==> src/rtl/eq_share_ctrl.sv <==
// ============================================================================
// eq_share_ctrl
// ----------------------------------------------------------------------------
// Purpose:
//   Two requesters share one 2-bit equality slice (two 1-bit XNOR cells
//   ANDed). A granted operand pair is captured internally and compared
//   serially, 2 bits per cycle, least-significant chunk first. The compare
//   stops on the first mismatching chunk. The result is returned as a
//   single-cycle pulse to the requester that won arbitration.
//   Arbitration is round-robin on ties, based on the last requester served.
//
// Parameters:
//   WIDTH       operand width in bits (even, >= 2); CHUNKS = WIDTH/2
//
// Ports:
//   clk         system clock, rising edge
//   reset       asynchronous, active-high reset
//   req0_valid  requester 0 presents an operand pair
//   req0_ready  requester 0 pair accepted this cycle
//   req0_a/b    requester 0 operands
//   req1_valid  requester 1 presents an operand pair
//   req1_ready  requester 1 pair accepted this cycle
//   req1_a/b    requester 1 operands
//   rsp0_valid  one-cycle result pulse for requester 0
//   rsp0_eq     1 = operands equal, qualified by rsp0_valid
//   rsp1_valid  one-cycle result pulse for requester 1
//   rsp1_eq     1 = operands equal, qualified by rsp1_valid
//   busy        high while comparing or presenting the result
//   grant_id    requester owning the current or last transaction
// ============================================================================
module eq_share_ctrl #(
    parameter int WIDTH = 8
) (
    input  logic             clk,
    input  logic             reset,

    input  logic             req0_valid,
    output logic             req0_ready,
    input  logic [WIDTH-1:0] req0_a,
    input  logic [WIDTH-1:0] req0_b,

    input  logic             req1_valid,
    output logic             req1_ready,
    input  logic [WIDTH-1:0] req1_a,
    input  logic [WIDTH-1:0] req1_b,

    output logic             rsp0_valid,
    output logic             rsp0_eq,
    output logic             rsp1_valid,
    output logic             rsp1_eq,

    output logic             busy,
    output logic             grant_id
);

    localparam int CHUNKS = WIDTH / 2;
    // Keep the index at least one bit wide so WIDTH=2 still elaborates.
    localparam int IDX_W = (CHUNKS > 1) ? $clog2(CHUNKS) : 1;
    localparam logic [IDX_W-1:0] LAST_IDX = IDX_W'(CHUNKS - 1);

    typedef enum logic [1:0] {
        IDLE = 2'd0,
        CMP  = 2'd1,
        DONE = 2'd2
    } state_t;

    state_t           state;
    state_t           state_next;

    logic [IDX_W-1:0] idx;
    logic             result;
    logic             last_grant;
    logic             grant_reg;

    logic [WIDTH-1:0] op_a;
    logic [WIDTH-1:0] op_b;

    logic             winner;
    logic             accept0;
    logic             accept1;

    logic [CHUNKS-1:0][1:0] a_chunks;
    logic [CHUNKS-1:0][1:0] b_chunks;
    logic [1:0]       chunk_a;
    logic [1:0]       chunk_b;
    logic             eq_bit0;
    logic             eq_bit1;
    logic             eq_chunk;
    logic             last_chunk;

    // ------------------------------------------------------------------------
    // Arbitration. A lone requester always wins; on a tie the requester that
    // was not served last wins. last_grant resets to 1 so requester 0 takes
    // the first tie.
    // ------------------------------------------------------------------------
    always_comb begin
        winner = 1'b0;
        if (req0_valid && req1_valid) begin
            winner = ~last_grant;
        end else if (req1_valid) begin
            winner = 1'b1;
        end
    end

    assign accept0 = (state == IDLE) && req0_valid && (winner == 1'b0);
    assign accept1 = (state == IDLE) && req1_valid && (winner == 1'b1);

    // ------------------------------------------------------------------------
    // Shared 2-bit equality slice. The captured operands are viewed as an
    // array of 2-bit chunks and the current chunk is muxed into the slice.
    // ------------------------------------------------------------------------
    assign a_chunks   = op_a;
    assign b_chunks   = op_b;
    assign chunk_a    = a_chunks[idx];
    assign chunk_b    = b_chunks[idx];
    assign eq_bit0    = ~(chunk_a[0] ^ chunk_b[0]);
    assign eq_bit1    = ~(chunk_a[1] ^ chunk_b[1]);
    assign eq_chunk   = eq_bit0 & eq_bit1;
    assign last_chunk = (idx == LAST_IDX);

    // ------------------------------------------------------------------------
    // FSM state register.
    // ------------------------------------------------------------------------
    always_ff @(posedge clk or posedge reset) begin
        if (reset) begin
            state <= IDLE;
        end else begin
            state <= state_next;
        end
    end

    // ------------------------------------------------------------------------
    // FSM next-state logic. CMP leaves early on the first mismatch, or after
    // the last chunk matched. DONE always lasts exactly one cycle.
    // ------------------------------------------------------------------------
    always_comb begin
        state_next = state;
        unique case (state)
            IDLE: begin
                if (accept0 || accept1) begin
                    state_next = CMP;
                end
            end
            CMP: begin
                if (!eq_chunk || last_chunk) begin
                    state_next = DONE;
                end
            end
            DONE: begin
                state_next = IDLE;
            end
            default: begin
                state_next = IDLE;
            end
        endcase
    end

    // ------------------------------------------------------------------------
    // FSM outputs. Everything is decoded from registered state so the
    // response pulse has no combinational path from the requester inputs.
    // ------------------------------------------------------------------------
    always_comb begin
        req0_ready = accept0;
        req1_ready = accept1;
        busy       = (state == CMP) || (state == DONE);
        grant_id   = grant_reg;
        rsp0_valid = (state == DONE) && (grant_reg == 1'b0);
        rsp1_valid = (state == DONE) && (grant_reg == 1'b1);
        rsp0_eq    = rsp0_valid && result;
        rsp1_eq    = rsp1_valid && result;
    end

    // ------------------------------------------------------------------------
    // Control datapath: chunk index, result, owner of the transaction and
    // the round-robin history. last_grant only moves in DONE, so an aborted
    // transaction does not disturb the fairness order.
    // ------------------------------------------------------------------------
    always_ff @(posedge clk or posedge reset) begin
        if (reset) begin
            idx        <= '0;
            result     <= 1'b0;
            last_grant <= 1'b1;
            grant_reg  <= 1'b0;
        end else begin
            unique case (state)
                IDLE: begin
                    if (accept0) begin
                        grant_reg <= 1'b0;
                        idx       <= '0;
                    end else if (accept1) begin
                        grant_reg <= 1'b1;
                        idx       <= '0;
                    end
                end
                CMP: begin
                    if (!eq_chunk) begin
                        result <= 1'b0;
                    end else if (last_chunk) begin
                        result <= 1'b1;
                    end else begin
                        idx <= idx + 1'b1;
                    end
                end
                DONE: begin
                    last_grant <= grant_reg;
                end
                default: begin
                    idx <= '0;
                end
            endcase
        end
    end

    // ------------------------------------------------------------------------
    // Operand holding registers. Their contents are meaningless outside a
    // transaction, so they carry no reset and only load on a handshake.
    // ------------------------------------------------------------------------
    always_ff @(posedge clk) begin
        if (accept0) begin
            op_a <= req0_a;
            op_b <= req0_b;
        end else if (accept1) begin
            op_a <= req1_a;
            op_b <= req1_b;
        end
    end

endmodule

==> config.mk <==
export PLATFORM = sky130hd
export DESIGN_NAME = eq_share_ctrl
export DESIGN_NICKNAME = d
export VERILOG_FILES = /design/src/rtl/eq_share_ctrl.sv
export SDC_FILE = /design/constraint.sdc
export NUM_CORES = 1
export LEC_CHECK = 0
export CAP_MARGIN = 30
export CORE_MARGIN = 2
export CORE_UTILIZATION = 61
export DETAILED_ROUTE_END_ITERATION = 10
export DONT_BUFFER_PORTS = 1
export GPL_TIMING_DRIVEN = 0
export PLACE_DENSITY = 0.79
export SLEW_MARGIN = 20
export SYNTH_ARGS = -nofsm -noshare
export SYNTH_HDL_FRONTEND = slang
export SYNTH_SLANG_ARGS = --single-unit
export TNS_END_PERCENT = 100
==> constraint.sdc <==
create_clock -name clk -period 2.4 [get_ports clk]
set_input_delay 0.6 -clock clk [delete_from_list [all_inputs] [get_ports clk]]
set_output_delay 0.6 -clock clk [all_outputs]
set_load 0.02 [all_outputs]
Word level (Yosys, flattened, before mapping) --
Index checks and enable logic that the tools add are counted. Widths: inputs -> output; s select.
Storage, ports and cells: word-level logic and storage cells 68, register bits 23
Operators by class: $lt $le $gt $ge 1, mux-type cells 22, reductions and logical operators 19, bitwise gates (word level) 9, $add $sub $neg 1, equality and inequality tests 9
Operator list (number):
- $mux 8 | 4
- $mux 2 | 8
- $logic_and 1x1->1 | 9
- $bmux 2 s2 | 2
- $mux 1 | 6
- $ne 2x2->1 const B | 3
- $not 1->1 | 6
- $pmux 2 s3 | 1
- $reduce_and 2->1 | 3
- $eq 2x2->1 const B | 2
- $ne 2x1->1 const B | 2
- $pmux 2 s2 | 1
- $reduce_and 4->1 | 1
- $logic_or 1x1->1 | 3
- $lt 2x3->1 const B | 1
- $ne 3x3->1 const B | 1
- $add 2x1->2 const B | 1
- $eq 2x1->1 const B | 1
- $logic_not 2->1 | 1
- $reduce_bool 2->1 | 1
- $xor 1x1->1 | 2
- $and 1x1->1 | 1
- $logic_not 1->1 | 1

Logic depth before layout (Yosys ltp) --
Gate-level depths: netlist (run 1).
word-level depth 9, gate-level depth with buffers 7, depth with buffers taken out 7

Worst setup path before layout (run 1) --
No wires, ideal clock.
kind reg2out, from register state[0], to output port rsp0_eq, data arrival time 1.352 ns, cell stages (with the launch flop) 5, slack 0.448 ns, required time 1.800 ns, cells stage by stage dfrtp_1 inv_1 ha_1 nor2b_1 and2_1
On the way: longest elaborated chain between the ends 3
Ends and longest elaborated chain:
- start, declared | line 67 | state_t state;
- start signal, assigned | line 128 | state <= state_next;
- $eq 2x2->1 | line 167 | rsp0_valid = (state == DONE) && (grant_reg == 1'b0);
- $logic_and 1x1->1 | line 167
- named net rsp0_valid | line 47 | output logic rsp0_valid,
- $logic_and 1x1->1 | line 169 | rsp0_eq = rsp0_valid && result;
- end, declared | line 48 | output logic rsp0_eq,
The timed path passes the listed nets, and every way through them passes these cells.

Worst setup path in the final report (run 1) --
Ends and elaborated chain as after synthesis.

==> flow_metrics.env, run 1 <==
export IMPL_drt_wirelength_per_cell_um=15.6
export IMPL_maxSlewHeadroom_pct=54.8
export IMPL_grt_pass1_vias=728
export IMPL_worst_ir_drop_vdd_uv=614
export IMPL_path_cells="inv_1 > ha_1 > nor2b_4 > and2_1"
export IMPL_min_period_ps=2220
export IMPL_leakagePower_uw=0.000521
export IMPL_total_power_uw=1510
export IMPL_grt_ovfl_total=0
export IMPL_nFillCells=151
export IMPL_final_nets=148
export IMPL_drive_gt1_share_pct=31.1
export IMPL_clkTransAtPathRegs_ps=120
export IMPL_via_per_inst=5.71
export IMPL_drv_slew=0
export IMPL_antenna_found_initial=0
export IMPL_multi_input_area_um2=608
export IMPL_cts_tree="done"
export IMPL_postRouteAntennaNets=0
export IMPL_netlist_area_um2=1290
export IMPL_critPathSlowestCell="dfrtp_1"
export IMPL_utilization_pct=69.7
export IMPL_grt_pass1_wl_um=3110
export IMPL_final_cell_mix="16 x mux2_2, 16 x edfxtp_1, 6 x nand2_1, 6 x inv_1, 6 x dfrtp_1"
export IMPL_clock_skew_ps=2.66
export IMPL_diodes=0
export IMPL_busiest_layer="met2"
export IMPL_io_pins=44
export IMPL_drc=0
export IMPL_status="finished, final reports clean"
export IMPL_slowest_delay_ps=430
export IMPL_die_w_um=50.0
export IMPL_clk_path_buf_depth=2
export IMPL_p_per_area_nw_per_um2=1100
export IMPL_start_kind="flip-flop"
export IMPL_use_met1_pct=19.7
export IMPL_hold_viol=0
export IMPL_core_um2=1980
export IMPL_avgSynthCellArea_um2=12.9
export IMPL_die_area_um2=2500
export IMPL_rows=16
export IMPL_wirelength_um=2070
export IMPL_synth_seq_cells=23
export IMPL_place_gp_congestion=0.768
export IMPL_numPortBuffers=0
export IMPL_clk_latency_ps=310
export IMPL_initial_core_util_pct=65.2
export IMPL_seqCellArea_um2=657
export IMPL_tns_ps=0
export IMPL_fin_crit_sh_pct=92.6
export IMPL_grtUsageMet3_pct=5.15
export IMPL_use_met2_pct=28.9
export IMPL_synth_cells=100
export IMPL_setup_viol=0
export IMPL_fmax_mhz=450
export IMPL_gr_usage_all_layers_pct=17.0
export IMPL_timing_critical_path_arrival_ps=1620
export IMPL_syn_to_final_growth_pct=6.98
export IMPL_ys_warn_count=0
export IMPL_worstPathRequired_ps=1800
export IMPL_syn_num_nets=141
export IMPL_synth_yosys_seq_area_share_pct=50.9
export IMPL_synth_cell_types=35
export IMPL_dpl_hpwl_um=1530
export IMPL_dr_pass1_iters=6
export IMPL_clock_root_buffer="clkbuf_4"
export IMPL_rsz0062_at_grt="no"
export IMPL_critPathKind="flip-flop to output pin"
export IMPL_min_delay_path_class="input port to asynchronous set/reset pin"
export IMPL_rr_worst_depth=6
export IMPL_cts_sinks=23
export IMPL_grt_max_degree=17
export IMPL_htree_levels=1
export IMPL_worst_pin_slew_ps=677
export IMPL_cts_made_buffers=3
export IMPL_critPathCaptureType="output pin"
export IMPL_drt_iter0_drc=9
export IMPL_maxCapViolations=0
export IMPL_cp_max_fo=5
export IMPL_vias=759
export IMPL_fp_dieH_um=50.0
[through the flow]
step / hold slack [ps] / instances / area (um2) / worst slack [ps]
floorplan: 403 / 100 / 1290 / 448
global placement: 443 / 127 / 1330 / 342
detailed placement: 435 / 127 / 1330 / 261
CTS: 88.6 / 131 / 1360 / 46.5
global route: 89.3 / 133 / 1380 / 69.5
finish: 88.8 / 133 / 1380 / 178
[synthesized netlist by cell type (all sizes together)]
library cell / instances / area share, %
o21bai: 1 / 0.58
ha: 5 / 4.8
a211o: 2 / 1.5
dfstp: 1 / 2.0
o311ai: 2 / 3.3
nand3: 1 / 0.39
buf: 2 / 1.2
nor2: 1 / 0.29
nor3: 2 / 0.78
a211oi: 2 / 1.2
o21a: 1 / 0.58
xor2: 5 / 3.4
xnor2: 3 / 2.0
edfxtp: 16 / 37
nor2b: 2 / 0.97
o22ai: 1 / 0.48
a21oi: 6 / 2.9
a21o: 1 / 0.58
nand4: 1 / 0.48
mux2: 16 / 14
nand2: 6 / 1.7
nor4: 1 / 0.97
a31oi: 2 / 0.97
dfrtp: 6 / 12
inv: 7 / 2.0
nor3b: 1 / 0.97
nand2b: 2 / 0.97
and3: 1 / 0.48
and2: 3 / 1.6
[what timing repair did]
action                     in CTS  in global routing
hold buffers                    0                  0
gates resized for setup         2                  1
buffers inserted                0                  2
setup endpoints to repair       2                  2
[cell type report]
type / count / share of cell area, %
sequential: 23 / 47.6
multi-input combinational: 68 / 44.0
tap: 27 / 2.45
clock buffer: 4 / 1.90
inverter: 7 / 1.90
timing repair buffer: 2 / 1.09
buffer: 2 / 1.09
[sequential cells by signal, summed over array words and instances (netlist names)]
signal	flops
a_chunks	8
b_chunks	8
idx	2
state	2
grant_id	1
last_grant	1
result	1
[cell families after synthesis]
logic type / share of synthesized area (%)
AOI/OAI and AO/OA: 12.0
muxes: 14.0
adders and majority gates: 4.84
buffers and inverters: 3.20
and+or+nand+nor: 9.69
xor gates and xnor gates: 5.43
DFF: 50.9
[where the power goes]
part / leakage (uW) / switching, uW / internal, uW
Sequential: 0.000240 / 90.9 / 598
Combinational: 0.000266 / 365 / 284
Clock: 0.0000150 / 110 / 64.9
[path summary, 6_finish.rpt]
path / from / to / slack, ps
max: state[0] / rsp0_eq / 180
min: reset / idx[1] / 90
max reg2reg: state[1] / b_chunks[5] / 570
min reg2reg: last_grant / last_grant / 570
max in group asynchronous: reset / last_grant / 2040
min in group clk: req1_a[6] / a_chunks[6] / 500
[metal layers]
metal  share of wire, %  wire (um)  vias to the layer above
met3                5.6        117                        2
met4               0.53         11                        0
li1                   -          -                      376
met5                  0          0                        -
met2                 52       1070                       26
met1                 42        874                      355
[worst max-delay path, delay by kind of cell (launching register included)]
family                     cells  cell delay, ps
adders and majority gates      1             240
buffers and inverters          1             110
and+or+nand+nor                2             540
DFF                            1             430
(Power assumes the default switching activity.)
==> inputs of run 2 (changes only) <==
--- a/config.mk
+++ b/config.mk
@@ -11,7 +11,7 @@
 export DETAILED_ROUTE_END_ITERATION = 10
 export DONT_BUFFER_PORTS = 1
 export GPL_TIMING_DRIVEN = 0
-export PLACE_DENSITY = 0.79
+export PLACE_DENSITY = 0.74
 export SLEW_MARGIN = 20
 export SYNTH_ARGS = -nofsm -noshare
 export SYNTH_HDL_FRONTEND = slang
==> flow_metrics.env, run 2 (synthesized netlist as in run 1, its figures left out) <==
export IMPL_status="finished, final reports clean"
export IMPL_cp_max_fo=10
export IMPL_drc=0
export IMPL_postRouteAntennaNets=0
export IMPL_p_per_area_nw_per_um2=1090
export IMPL_grt_max_degree=17
export IMPL_utilization_pct=70.9
export IMPL_p_comb_share_pct=43.9
export IMPL_antenna_found_initial=0
export IMPL_core_um2=1980
export IMPL_dr_pass1_iters=4
export IMPL_critPathKind="flip-flop to output pin"
export IMPL_drt_wirelength_per_cell_um=15.4
export IMPL_drv_slew=0
export IMPL_maxSlewHeadroom_pct=54.6
export IMPL_rows=16
export IMPL_worst_ir_drop_vdd_uv=783
export IMPL_worst_pin_slew_ps=681
export IMPL_numPortBuffers=0
export IMPL_min_delay_path_class="input port to asynchronous set/reset pin"
export IMPL_timing_critical_path_arrival_ps=1640
export IMPL_diodes=0
export IMPL_clk_path_buf_depth=2
export IMPL_fin_crit_sh_pct=93.4
export IMPL_hold_slack_ps=99.7
export IMPL_holdBufCountCts=0
export IMPL_start_kind="flip-flop"
export IMPL_leakagePower_uw=0.000540
export IMPL_grt_ovfl_total=0
export IMPL_wirelength_um=2100
export IMPL_fp_dieH_um=50.0
export IMPL_min_period_ps=2240
export IMPL_path_cells="inv_1 > ha_1 > nand2_1 > a21oi_4 > buf_6"
export IMPL_syn_to_final_growth_pct=8.82
export IMPL_final_nets=151
export IMPL_drive_gt1_share_pct=33.9
export IMPL_gr_usage_all_layers_pct=18.5
export IMPL_initial_core_util_pct=65.2
export IMPL_cts_sinks=23
export IMPL_tns_ps=0
export IMPL_setup_viol=0
export IMPL_intPower_uw=960
export IMPL_slowest_delay_ps=430
export IMPL_clk_latency_ps=310
export IMPL_cts_made_buffers=3
export IMPL_vias=786
export IMPL_dpl_hpwl_um=1570
export IMPL_nFillCells=143
export IMPL_critPathCaptureType="output pin"
export IMPL_grt_pass1_wl_um=3430
export IMPL_drt_iter0_drc=14
export IMPL_cts_tree="done"
export IMPL_total_power_uw=1530
export IMPL_clkTransAtPathRegs_ps=120
export IMPL_p_sw_uw=574
export IMPL_die_area_um2=2500
export IMPL_rsz0062_at_grt="no"
export IMPL_clkPwrFrac_pct=11.3
export IMPL_grt_pass1_vias=799
export IMPL_clock_skew_ps=4.56
export IMPL_via_per_inst=5.78
export IMPL_p_sw_share_pct=37.4
export IMPL_maxCapViolations=0
export IMPL_hold_viol=0
export IMPL_io_pins=44
export IMPL_critPathSlowestCell="dfrtp_1"
export IMPL_die_w_um=50.0
export IMPL_final_cell_mix="16 x mux2_2, 16 x edfxtp_1, 6 x nand2_1, 6 x inv_1, 6 x dfrtp_1"
export IMPL_place_gp_congestion=0.785
export IMPL_fmax_mhz=446
export IMPL_seqPwrFrac_pct=44.8
export IMPL_htree_levels=1
export IMPL_clock_root_buffer="clkbuf_4"
export IMPL_worstPathRequired_ps=1800
run 2: cell types whose count changed in the layout (fill, tap and decap cells not counted):
cell / before / now
buf_4: 2 / 5
clkinv_2: 0 / 1
clkbuf_1: 1 / 0
run 2: per-stage QoR:
stage / setup WS, ps / instance area [um2] / std cells
after global routing: 53.8 / 1410 / 136
after CTS: 36.3 / 1360 / 131
after detailed placement: 252 / 1330 / 127
after floorplan: 448 / 1290 / 100
after global placement: 330 / 1330 / 127
final: 159 / 1410 / 136
run 2: per-layer routing:
| metal | GRT usage (%) | share of wire, % |
|---|---|---|
| met2 | 31.8 | 51 |
| met5 | 0 | 0 |
| met3 | 3.64 | 5.5 |
| met4 | 8.33 | 1.6 |
| met1 | 22.2 | 42 |
run 2: power by group through the flow:
stage                     registers (uW)  logic (uW)  clock network (uW)
after floorplan                      675         539                   0
after global placement               687         610                   0
after detailed placement             695         637                   0
after CTS                            686         647                 180
after global routing                 699         750                 198
final                                687         673                 174
run 2: path summary, 6_finish.rpt:
path	startpoint	to	slack [ps]	cells after the start
max	state[1]	req0_ready	160	5
min	reset	idx[0]	100	1
max reg2reg	state[1]	a_chunks[2]	490	6
min reg2reg	last_grant	last_grant	570	2
max in group asynchronous	reset	last_grant	2020	1
min in group clk	req1_b[6]	b_chunks[6]	500	1
run 2: timing repair:
item | 4_1_cts | 5_1_grt
gates resized for setup | 2 | 1
pin swaps | 0 | 0
buffers inserted | 0 | 5
setup endpoints to repair | 2 | 2
run 2: layout make-up:
type | instances | area, um2 | area share (%)
repair buffers | 5 | 37.5 | 2.67
clock inverters | 1 | 5.00 | 0.356
multi-input cells | 68 | 608 | 43.3
well taps | 27 | 33.8 | 2.40
clock buffers | 3 | 22.5 | 1.60
plain buffers | 2 | 15.0 | 1.07
flip-flops and latches | 23 | 657 | 46.7
inverters | 7 | 26.3 | 1.87
run 2: worst max-delay path: cells and delay by family, from the launching register on:
family | cells | cell delay, ps
AOI/OAI and AO/OA | 1 | 220
adders and majority gates | 1 | 220
buffers and inverters | 2 | 340
DFF | 1 | 430
and+or+nand+nor | 1 | 120
